**src/rtl/rst_release_seq.sv**
```systemverilog
// Reset release sequencer. It synchronizes raw reset deassertion, holds for HOLD_CYCLES, then
// releases NUM_OUTS domains in index order. Define RST_SEQ_WDOG_EN to add the heartbeat watchdog.
module rst_release_seq #(
  parameter int SYNC_STAGES = 2,
  parameter int NUM_OUTS    = 4,
  parameter int HOLD_CYCLES = 16,
  parameter int STAGE_GAP   = 4,
  parameter int WDOG_CYCLES = 1024
) (
  input  logic                clk,
  input  logic                reset,
  input  logic                sw_rst_req,
`ifdef RST_SEQ_WDOG_EN
  input  logic                heartbeat,
  output logic                wdog_fired,
`endif
  output logic [NUM_OUTS-1:0] rst_out,
  output logic                all_released,
  output logic [1:0]          seq_state,
  output logic [7:0]          reset_count
);

  localparam int MAX_HG  = (HOLD_CYCLES > STAGE_GAP) ? HOLD_CYCLES : STAGE_GAP;
  localparam int MAX_ALL = (MAX_HG > WDOG_CYCLES) ? MAX_HG : WDOG_CYCLES;
  localparam int CW      = $clog2(MAX_ALL) + 1;

  localparam logic [CW-1:0] HOLD_LAST = CW'(HOLD_CYCLES - 1);
  localparam logic [CW-1:0] GAP_LAST  = CW'(STAGE_GAP - 1);

  typedef enum logic [1:0] {
    ST_ASSERT  = 2'd0,
    ST_HOLD    = 2'd1,
    ST_RELEASE = 2'd2,
    ST_RUN     = 2'd3
  } state_e;

  state_e                state_q, state_d;
  logic [CW-1:0]         cnt_q, cnt_d;
  logic [NUM_OUTS-1:0]   rst_out_q, rst_out_d;
  logic                  all_rel_q, all_rel_d;
  logic [7:0]            rcount_q, rcount_d;
  logic [SYNC_STAGES-1:0] sync_q;
  logic [NUM_OUTS-1:0]   rst_shift;
  logic                  rst_sync;
  logic                  reseq;

  // A zero enters at bit 0 each edge; the top flop is the synchronized reset.
  always_ff @(posedge clk or posedge reset) begin
    if (reset) begin
      sync_q <= '1;
    end else begin
      // NOTE: sequential state uses non-blocking assignments so every flop samples pre-edge values.
      sync_q <= {sync_q[SYNC_STAGES-2:0], 1'b0};
    end
  end

  assign rst_sync  = sync_q[SYNC_STAGES-1];
  assign rst_shift = rst_out_q << 1;

`ifdef RST_SEQ_WDOG_EN
  logic [CW-1:0] wdog_cnt_q, wdog_cnt_d;
  logic          wdog_fired_q, wdog_fired_d;
  logic          wdog_trip;

  always_comb begin
    wdog_cnt_d   = '0;
    wdog_fired_d = wdog_fired_q;
    wdog_trip    = 1'b0;
    if (state_q == ST_RUN) begin
      if (heartbeat) begin
        wdog_cnt_d = '0;
      end else if (wdog_cnt_q == CW'(WDOG_CYCLES - 1)) begin
        wdog_trip    = 1'b1;
        wdog_fired_d = 1'b1;
      end else begin
        wdog_cnt_d = wdog_cnt_q + CW'(1);
      end
    end
  end

  always_ff @(posedge clk or posedge reset) begin
    if (reset) begin
      wdog_cnt_q   <= '0;
      wdog_fired_q <= 1'b0;
    end else begin
      wdog_cnt_q   <= wdog_cnt_d;
      wdog_fired_q <= wdog_fired_d;
    end
  end

  assign reseq      = sw_rst_req | wdog_trip;
  assign wdog_fired = wdog_fired_q;
`else
  assign reseq = sw_rst_req;
`endif

  always_comb begin
    // NOTE: every combinational output gets a default first so no path can infer a latch.
    state_d   = state_q;
    cnt_d     = cnt_q;
    rst_out_d = rst_out_q;
    all_rel_d = all_rel_q;
    rcount_d  = rcount_q;
    unique case (state_q)
      ST_ASSERT: begin
        if (!rst_sync) begin
          state_d = ST_HOLD;
          cnt_d   = '0;
        end
      end
      ST_HOLD: begin
        if (reseq) begin
          cnt_d = '0;
        end else if (cnt_q == HOLD_LAST) begin
          rst_out_d = rst_shift;
          cnt_d     = '0;
          if (rst_shift == '0) begin
            state_d   = ST_RUN;
            all_rel_d = 1'b1;
          end else begin
            state_d = ST_RELEASE;
          end
        end else begin
          cnt_d = cnt_q + CW'(1);
        end
      end
      ST_RELEASE, ST_RUN: begin
        if (reseq) begin
          rst_out_d = '1;
          all_rel_d = 1'b0;
          state_d   = ST_HOLD;
          cnt_d     = '0;
          if (rcount_q != 8'hFF) rcount_d = rcount_q + 8'd1;
        end else if (state_q == ST_RELEASE) begin
          // Bits fall in index order by shifting zeros in from bit 0.
          if (cnt_q == GAP_LAST) begin
            rst_out_d = rst_shift;
            cnt_d     = '0;
            if (rst_shift == '0) begin
              state_d   = ST_RUN;
              all_rel_d = 1'b1;
            end
          end else begin
            cnt_d = cnt_q + CW'(1);
          end
        end
      end
      default: state_d = ST_ASSERT;
    endcase
  end

  always_ff @(posedge clk or posedge reset) begin
    if (reset) begin
      state_q   <= ST_ASSERT;
      cnt_q     <= '0;
      rst_out_q <= '1;
      all_rel_q <= 1'b0;
      rcount_q  <= '0;
    end else begin
      state_q   <= state_d;
      cnt_q     <= cnt_d;
      rst_out_q <= rst_out_d;
      all_rel_q <= all_rel_d;
      rcount_q  <= rcount_d;
    end
  end

  assign rst_out      = rst_out_q;
  assign all_released = all_rel_q;
  assign seq_state    = state_q;
  assign reset_count  = rcount_q;

endmodule

```
**config.mk**
```make
export PLATFORM = sky130hd
export DESIGN_NAME = rst_release_seq
export DESIGN_NICKNAME = d
export VERILOG_FILES = /design/src/rtl/rst_release_seq.sv
export SDC_FILE = /design/constraint.sdc
export NUM_CORES = 1
export LEC_CHECK = 0
export CORE_MARGIN = 2
export CORE_UTILIZATION = 32
export CTS_CLUSTER_SIZE = 25
export DETAILED_ROUTE_END_ITERATION = 7
export SETUP_SLACK_MARGIN = 0.4
export SKIP_CTS_REPAIR_TIMING = 1
export SLEW_MARGIN = 5
export SYNTH_ARGS = -nofsm -noshare
export SYNTH_HDL_FRONTEND = slang
export SYNTH_SLANG_ARGS = --single-unit
```
**constraint.sdc**
```tcl
create_clock -name clk -period 1.9 [get_ports clk]
set_clock_uncertainty 0.05 [all_clocks]
set_input_delay 0.38 -clock clk [delete_from_list [all_inputs] [get_ports clk]]
set_output_delay 0.38 -clock clk [all_outputs]
set_load 0.05 [all_outputs]
```
==> results by group <==
Routing
  – DRC viols: 0
  – Via density per instance: 5.58
  – Pre-Repair DR Iteration Count: 4
  – Post-route ant nets: 0
  – Drt initial violations: 122
  – Final WL: 3.69 mm
  – Via count: 1340
  – Wirelength per Cell: 15.4 um

Die
  – Die ar.: 5290 um2
  – Core area: 4630 um2
  – Die outline height: 72.7 um
  – Die width: 72.7 um
  – Initial Utilization: 32.6%
  – Ports: 18
  – Placement Rows: 25

Synth
  – Syn Nets: 156
  – Post-synth EDFFs: 0
  – Synthesized area: 1510 um2
  – #FFs+latches synth: 28
  – Synth Area in Compound Gates: 17.9%
  – Yosys warnings: 0
  – FFs w/ async S/R, synth: 100%
  – Synthesized instance count: 151
  – Top-area cell type share of the netlist area: 36.4%
  – Top cells by count, synth: 22 x dfrtp_1, 14 x a31oi_1, 11 x nand3_1
  – Post-synth top flop: dfrtp_1
  – Register area share after synthesis: 46.9%
  – Post-Synth Simple-Gate Area: 23.0%
  – Dominant cell by count in the synthesized netlist: dfrtp_1
  – Avg Synthesized Cell Area: 10.0 um2
  – Synth top area cells: dfrtp_1 36%, dfstp_2 10%, a31oi_1 5.8%
  – Post-synthesis mux area share: 2.15%
  – Number of distinct library cells after synthesis: 45
  – Largest family of logic cells by synthesized area: simple AND/OR/NAND/NOR gates
  – Post-synth top area cell: dfrtp_1
  – Post-Synth Adder-Cell Area: 1.66%
  – Post-Synth XOR/XNOR Area: 3.48%

Cells and area
  – Inserted Diodes: 0
  – Layout cell share with drive strength beyond 1: 49.5%
  – Fill count: 456
  – Final net count: 192
  – Register area: 724 um2
  – Area Overhead vs Synth: 40.4%
  – Fin area: 2120 um2
  – Area of the multi-input gates: 926 um2

Worst setup path
  – Setup crit start kind: flop
  – Critical path class: reg2reg
  – Required time of the critical path: 2.05 ns
  – CP Max Fanout: 4
  – Crit path DAT: 1.98 ns
  – Worst R2R Path Depth: 5
  – Critical path endpoint category: flop

Placed design
  – Final HPWL DP: 2.49 mm
  – Placement Cell Area: 1840 um2
  – GPL Wtd Cong: 0.817
  – Port buffer count: 17

Clock tree
  – Sink Count: 28
  – CTS Buf Count: 3
  – CTS Buffer Depth: 2
  – CTS tree: built
  – CTS Root Cell: clkbuf_8
  – H-tree Lvls: 1
  – Clock slew at reported path FFs: 0.10 ns
  – Skew-Pair Late Insertion Delay: 0.28 ns

Flow run
  – Max_cap viols: 0

Pwr
  – Leakage: 0.000910 uW
  – Power Density: 692 nW/um2
  – Peak supply drop: 0.382 mV

Worst hold path
  – Hold Path Class: reg2reg
  – Hold path depth: 0

Global routing
  – Gr ovfl total: 0
  – Largest net degree at the start of global routing: 29
  – Vias in the first global route: 1316
  – Initial antenna violation count: 0
  – First-pass GRT wire length: 5.91 mm
  – Overall Global Routing Usage: 14.2%

STA
  – RSZ-0062 raised after global routing: yes
  – Final setup violation count: 0
  – Final Cycle Share: 96.1%
  – Minimum clock period after layout: 1.83 ns
  – Maximum clock frequency: 548 MHz
  – Setup_tns: 0 ns
  – Final Hold Vio Count: 0
  – Count of pins over their slew limit: 0

Status
  – Status: finished, final reports clean
-- stage by stage --
| stage | hold WS (ns) | cells | total power [uW] | utilization (%) | setup slack, ns |
|---|---|---|---|---|---|
| floorplan | 0.295 | 151 | 930 | - | 0.0941 |
| global placement | 0.298 | 226 | 1020 | 39.8 | 0.0823 |
| detailed placement | 0.300 | 226 | 1030 | 39.8 | 0.0493 |
| CTS | 0.314 | 230 | 1400 | 40.9 | 0.0473 |
| global route | 0.316 | 240 | 1540 | 45.8 | 0.0335 |
| finish | 0.312 | 240 | 1470 | 45.8 | 0.0739 |
-- critical path: stages (launching register included) --
cell and delay [ns]:
dfrtp_1 0.43, ha_2 0.22, and4_4 0.21, and3_4 0.17
or4_4 0.52, a31oi_4 0.16
-- cells by family (layout without fill, tap and decap cells) --
kind of cell	after synthesis	after routing
flip-flops	28	28
buffers and inverters	17	52
other	1	1
AO/OA/AOI/OAI	37	37
adder cells (fa/ha/maj)	2	2
AND/OR/NAND/NOR	57	57
XOR/XNOR	6	6
multiplexers	3	3
-- path summary, 6_finish.rpt --
kind | from | endpoint | slack, ns
min | sync_q[0] | sync_q[1] | 0.31
min reg2reg | sync_q[0] | sync_q[1] | 0.31
max reg2reg | cnt_q[1] | cnt_q[10] | 0.07
max in group asynchronous | reset | sync_q[1] | 1.09
min in group asynchronous | reset | cnt_q[9] | 0.41
max | cnt_q[1] | cnt_q[10] | 0.07
-- registers in the layout (all words and copies together) (netlist names) --
name          cells
sync_q            2
cnt_q            11
seq_state         2
all_released      1
rst_out           4
reset_count       8
-- layout by cell type, fill, tap and decap left out, drive strengths merged, types with 2 or more instances in the layout --
master | synthesis | layout
a41oi | 3 | 3
and3 | 9 | 9
mux2 | 2 | 2
o22ai | 2 | 2
o211ai | 2 | 2
nand3 | 11 | 11
buf | 4 | 37
nand2 | 6 | 6
nor3b | 2 | 2
nand4 | 3 | 3
nor2 | 8 | 8
a21oi | 5 | 5
ha | 2 | 2
dfstp | 6 | 6
or4 | 2 | 2
and4 | 3 | 3
nor4b | 2 | 2
o21a | 2 | 2
inv | 9 | 9
nand2b | 3 | 3
dfrtp | 22 | 22
and2 | 2 | 2
a31oi | 14 | 14
o21ai | 2 | 2
clkbuf | 4 | 4
xnor2 | 5 | 5
-- report_power, final --
part	total, uW	leakage [uW]	internal, uW	switching, uW
Combinational	374	0.000542	163	212
Sequential	724	0.000339	653	70.9
Clock	370	0.0000288	186	184
Total	1470	0.000910	1000	467
-- layer usage --
metal  vias up  GRT usage [%]  wire [um]
li1        638              -          -
met1       676           17.7       1640
met2        17           23.5       1900
met3         9           2.07         62
met4         0           7.61         87
met5         -              0          0
-- cell type report --
class,count,share of cell area (%)
multi-input cells,106,43.6
flip-flops and latches,28,34.1
repair buffers,39,14.9
well taps,54,3.18
clock buffers,4,2.59
inverters,9,1.59
(Power assumes the default switching activity.)
